$ cat src/rtl/key_pkg.sv
// Shared constants and FSM encoding for the keypad event scheduler.
package key_pkg;

    localparam int unsigned KEY_NUM    = 16;
    localparam int unsigned KEY_CODE_W = 4;

    typedef enum logic {
        IDLE   = 1'b0,
        ENCODE = 1'b1
    } state_t;

endpackage

$ cat src/rtl/key_event_ctrl_rr_pick16.sv
// Round-robin pick over 16 pending keys: first set bit strictly after rr_ptr, wrapping.
module rr_pick16
    import key_pkg::*;
(
    input  logic [KEY_NUM-1:0]    pend,
    input  logic [KEY_CODE_W-1:0] rr_ptr,
    output logic [KEY_CODE_W-1:0] grant,
    output logic                  any
);

    logic [KEY_CODE_W-1:0] w_idx;
    logic                  w_found;

    // Offset 16 truncates to rr_ptr itself, so the previous grant is searched last.
    always_comb begin
        grant   = '0;
        any     = |pend;
        w_idx   = '0;
        w_found = 1'b0;
        for (int unsigned i = 1; i <= KEY_NUM; i++) begin
            w_idx = rr_ptr + KEY_CODE_W'(i);
            if (!w_found && pend[w_idx]) begin
                grant   = w_idx;
                w_found = 1'b1;
            end
        end
    end

endmodule

$ cat src/rtl/key_event_ctrl.sv
// Snapshots the sticky keypad vector, clears it, and serialises pending keys
// round-robin into a key-code FIFO with threshold interrupt and sticky overflow.
module key_event_ctrl
    import key_pkg::*;
#(
    parameter int unsigned DEPTH      = 8,
    parameter int unsigned IRQ_THRESH = 1
) (
    input  logic                    clk,
    input  logic                    rst,
    input  logic                    enable,
    input  logic [KEY_NUM-1:0]      key_data,
    output logic                    key_clear,
    input  logic                    rd_en,
    output logic [KEY_CODE_W-1:0]   rd_data,
    output logic                    empty,
    output logic [$clog2(DEPTH):0]  count,
    output logic                    irq,
    output logic                    ovf,
    input  logic                    ovf_clr,
    output logic                    busy
);

    localparam int unsigned AW = $clog2(DEPTH);
    localparam int unsigned CW = AW + 1;

    state_t                r_state;
    state_t                w_next;
    logic [KEY_NUM-1:0]    r_pend;
    logic [KEY_CODE_W-1:0] r_rr_ptr;
    logic                  r_key_clear;
    logic [KEY_CODE_W-1:0] r_mem [DEPTH];
    logic [AW-1:0]         r_wr_ptr;
    logic [AW-1:0]         r_rd_ptr;
    logic [CW-1:0]         r_count;
    logic                  r_ovf;

    logic [KEY_CODE_W-1:0] w_grant;
    logic                  w_any;
    logic [KEY_NUM-1:0]    w_pend_after;
    logic                  w_snap;
    logic                  w_push;
    logic                  w_pop;
    logic                  w_full;
    logic                  w_push_ok;
    logic                  w_drop;

    rr_pick16 u_pick (
        .pend   (r_pend),
        .rr_ptr (r_rr_ptr),
        .grant  (w_grant),
        .any    (w_any)
    );

    assign w_pend_after = r_pend & ~(KEY_NUM'(1) << w_grant);
    assign w_snap       = (r_state == IDLE) && enable && (|key_data);
    assign w_push       = (r_state == ENCODE) && w_any;
    assign w_pop        = rd_en && (r_count != '0);
    assign w_full       = (r_count == CW'(DEPTH));
    // A pop in the same cycle frees the slot, so a full FIFO still accepts the push.
    assign w_push_ok    = w_push && (!w_full || w_pop);
    assign w_drop       = w_push && w_full && !w_pop;

    always_ff @(posedge clk) begin
        if (rst) r_state <= IDLE;
        else     r_state <= w_next;
    end

    always_comb begin
        w_next = r_state;
        case (r_state)
            IDLE:    if (w_snap) w_next = ENCODE;
            ENCODE:  if (!w_any || (w_pend_after == '0)) w_next = IDLE;
            default: w_next = IDLE;
        endcase
    end

    always_comb begin
        busy      = (r_state == ENCODE);
        key_clear = r_key_clear;
    end

    always_ff @(posedge clk) begin
        if (rst) begin
            r_pend      <= '0;
            r_rr_ptr    <= '1;
            r_key_clear <= 1'b0;
        end else begin
            r_key_clear <= w_snap;
            if (w_snap) begin
                r_pend <= key_data;
            end else if (w_push) begin
                r_pend   <= w_pend_after;
                r_rr_ptr <= w_grant;
            end
        end
    end

    always_ff @(posedge clk) begin
        if (w_push_ok) r_mem[r_wr_ptr] <= w_grant;
    end

    always_ff @(posedge clk) begin
        if (rst) begin
            r_wr_ptr <= '0;
            r_rd_ptr <= '0;
            r_count  <= '0;
            r_ovf    <= 1'b0;
        end else begin
            if (w_push_ok) r_wr_ptr <= r_wr_ptr + AW'(1);
            if (w_pop)     r_rd_ptr <= r_rd_ptr + AW'(1);
            case ({w_push_ok, w_pop})
                2'b10:   r_count <= r_count + CW'(1);
                2'b01:   r_count <= r_count - CW'(1);
                default: r_count <= r_count;
            endcase
            if (w_drop)       r_ovf <= 1'b1;
            else if (ovf_clr) r_ovf <= 1'b0;
        end
    end

    assign empty   = (r_count == '0);
    assign count   = r_count;
    assign rd_data = empty ? '0 : r_mem[r_rd_ptr];
    assign irq     = (r_count >= CW'(IRQ_THRESH));
    assign ovf     = r_ovf;

endmodule

$ cat config.mk
export PLATFORM = sky130hd
export DESIGN_NAME = key_event_ctrl
export DESIGN_NICKNAME = d
export VERILOG_FILES = /design/src/rtl/key_pkg.sv /design/src/rtl/key_event_ctrl_rr_pick16.sv /design/src/rtl/key_event_ctrl.sv
export SDC_FILE = /design/constraint.sdc
export NUM_CORES = 1
export LEC_CHECK = 0
export CAP_MARGIN = 20
export CORE_MARGIN = 5
export CORE_UTILIZATION = 50
export CTS_CLUSTER_DIAMETER = 60
export DETAILED_ROUTE_END_ITERATION = 10
export PLACE_DENSITY = 0.72
export SYNTH_ARGS = -nofsm -noshare
export SYNTH_HDL_FRONTEND = slang
export SYNTH_HIERARCHICAL = 1
export SYNTH_SLANG_ARGS = --single-unit
$ cat constraint.sdc
create_clock -name clk -period 11 [get_ports clk]
set_input_delay 1.1 -clock clk [delete_from_list [all_inputs] [get_ports clk]]
set_output_delay 1.1 -clock clk [all_outputs]
set_load 0.03 [all_outputs]
==> results.json <==
{
  "status": "finished, final reports clean",
  "fin_worst_skew_ns": 0.00661,
  "antenna_found_initial": 0,
  "synth.most_common_cell": "nand2_1",
  "initial_core_util_pct": 50.8,
  "timing.final.max_slew_violations": 0,
  "cts_hold_buf": 0,
  "ys.flop_type": "dfxtp_1",
  "netlist_instances": 559,
  "routed_wl_mm": 15.1,
  "setup_tns_ns": 0,
  "r2r_start": "r_rr_ptr[0]$_SDFFE_PP1P_",
  "synthArstFlopShare_pct": 0,
  "drc": 0,
  "wl_per_cell_um": 20.7,
  "startpoint": "r_rr_ptr[0]$_SDFFE_PP1P_",
  "ys_seq_elements": 68,
  "setup_viol": 0,
  "drt_iter0_markers": 530,
  "ys_seq_area_share_pct": 30.5,
  "grt_max_degree": 42,
  "cts_tree": "done",
  "maxCapViolCount": 0,
  "fin_crit_ns": 6.37,
  "dr.pass1.iters": 5,
  "postSynthAreaPerCell_um2": 9.86,
  "io_pins": 34,
  "cts_sinks": 68,
  "worstMarginPinSlew_ns": 1.00,
  "path_max_fanout": 41,
  "h-tree-depth": 3,
  "dieArea_um2": 13200,
  "drtAntennaViolNets": 0,
  "cts_buffers": 9,
  "yosysTopAreaCell": "edfxtp_1",
  "hpwl_mm": 10.9,
  "worstPathArrival_ns": 6.60,
  "cp-end-kind": "register",
  "ys_types": 77,
  "grt_pass1_vias": 4574,
  "min-delay-path-class": "register to register",
  "synth.top_cell.area_share_pct": 17.4,
  "drive_above_1_share_pct": 13.7,
  "port_buffers": 33,
  "syn2layout_area_growth_pct": 11.6,
  "slew_headroom_pct": 33.3,
  "final-hold-violation-count": 0,
  "ys_warn_count": 6,
  "cp.required_ns": 11.23,
  "via_per_inst": 6.63,
  "clock_latency_ns": 0.35,
  "max_freq_mhz": 157,
  "finalWeightedCongestion": 1.01,
  "synth_fp_nets": 594,
  "fin_crit_sh_pct": 57.9,
  "cts_root_buffer": "clkbuf_8",
  "rsz0062_at_grt": "false",
  "nNetsFinal": 616,
  "diodes": 0,
  "grt_pass1_wl_mm": 24.3,
  "die_x_um": 115,
  "die_h_um": 115,
  "worstHoldStart": "ovf$_SDFFE_PP0P_",
  "worst-setup-path-type": "register to register",
  "rows": 38,
  "yosys-top-cells-count": "55 x nand2_1, 42 x nor2_1, 37 x a21oi_1, 36 x dfxtp_1, 33 x mux2i_1",
  "syn_area_um2": 5510,
  "cts_buffer_depth": 2,
  "clk_pin_slew_ns": 0.07,
  "core_um2": 10800,
  "grt_usage_pct": 23.2,
  "cts_setup_buffers": 0,
  "ys_top_cells_by_area": "edfxtp_1 17%, dfxtp_1 13%, mux4_2 8.6%",
  "overflow": 0,
  "ctsResizeCount": 0,
  "synth_edf_count": 32,
  "startpoint_type": "register",
  "vias": 4811
}
==> critical path, cell delays in order (launching register included) <==
cell and delay, ns:
dfxtp_2 0.99, inv_1 0.11, ha_1 0.66, mux4_1 0.44, mux2_2 0.33, mux2_4 0.32, nor4_4 0.41, nand4_2 0.20
or3_4 0.42, or2_1 0.26, o211a_1 0.24, o211ai_2 0.65, nand2_1 0.30, o21a_1 0.25, o32a_1 0.27, o41a_1 0.39
==> metal layers <==
metal / global-route usage [%] / share of wire, %
met3: 3.05 / 6.9
met5: 0 / 0
met2: 37.4 / 48
met1: 32.7 / 43
met4: 6.89 / 2.1
==> flip-flops by register name, summed over array words and instances (netlist names), 3 cells and up, named ones only <==
signal and count:
r_rr_ptr 4, r_pend 16, r_rd_ptr 3, r_mem 32, count 4, r_wr_ptr 3
==> kinds of logic (layout without fill, tap and decap cells) <==
kind of cell	after synthesis	in the layout	share of synthesized area, %
xor gates and xnor gates	16	16	2.54
and+or+nand+nor	195	195	18.7
adders and majority gates	14	14	3.18
buffers and inverters	45	72	3.70
muxes	90	90	25.0
DFF	68	68	30.5
AOI/OAI and AO/OA	131	131	16.4
==> layout make-up <==
type / count / area (um2)
repair buffers: 38 / 375
inverters: 18 / 67.6
multi-input cells: 446 / 3630
fillers: 919 / 4690
clock buffers: 9 / 124
well taps: 140 / 175
clock inverters: 7 / 98.8
flip-flops and latches: 68 / 1680
==> layout by cell type, fill, tap and decap left out, types with 19 or more instances in the layout <==
master           Yosys  final
edfxtp_1            32     32
o21ai_0             19     19
nor2_1              42     42
mux4_2              21     21
nand2_1             55     55
clkdlybuf4s50_1      0     33
mux2i_1             33     33
a21oi_1             37     37
dfxtp_1             36     35
mux2_2              20     20
==> stage by stage <==
step                      hold slack (ns)  area [um2]  util [%]  cells  setup slack, ns
after floorplan                     0.463        5510         -    559             5.01
after global placement              0.470        5910      54.5    709             4.93
after detailed placement            0.484        5910      54.5    709             4.72
after CTS                           0.501        6130      56.6    725             4.69
after global routing                0.532        6150      56.7    726             4.23
final                               0.495        6150      56.7    726             4.63
==> final timing paths <==
path,end,slack [ns],cells after the start
worst max-delay path,busy$_SDFF_PP0_,4.63,15
worst min-delay path,ovf$_SDFFE_PP0P_,0.49,2
worst max register to register,busy$_SDFF_PP0_,4.63,15
worst min register to register,ovf$_SDFFE_PP0P_,0.49,2
Power is left out: the tool's default activity adds up to more than one toggle a clock period on the data nets, which glitch-free logic cannot reach.
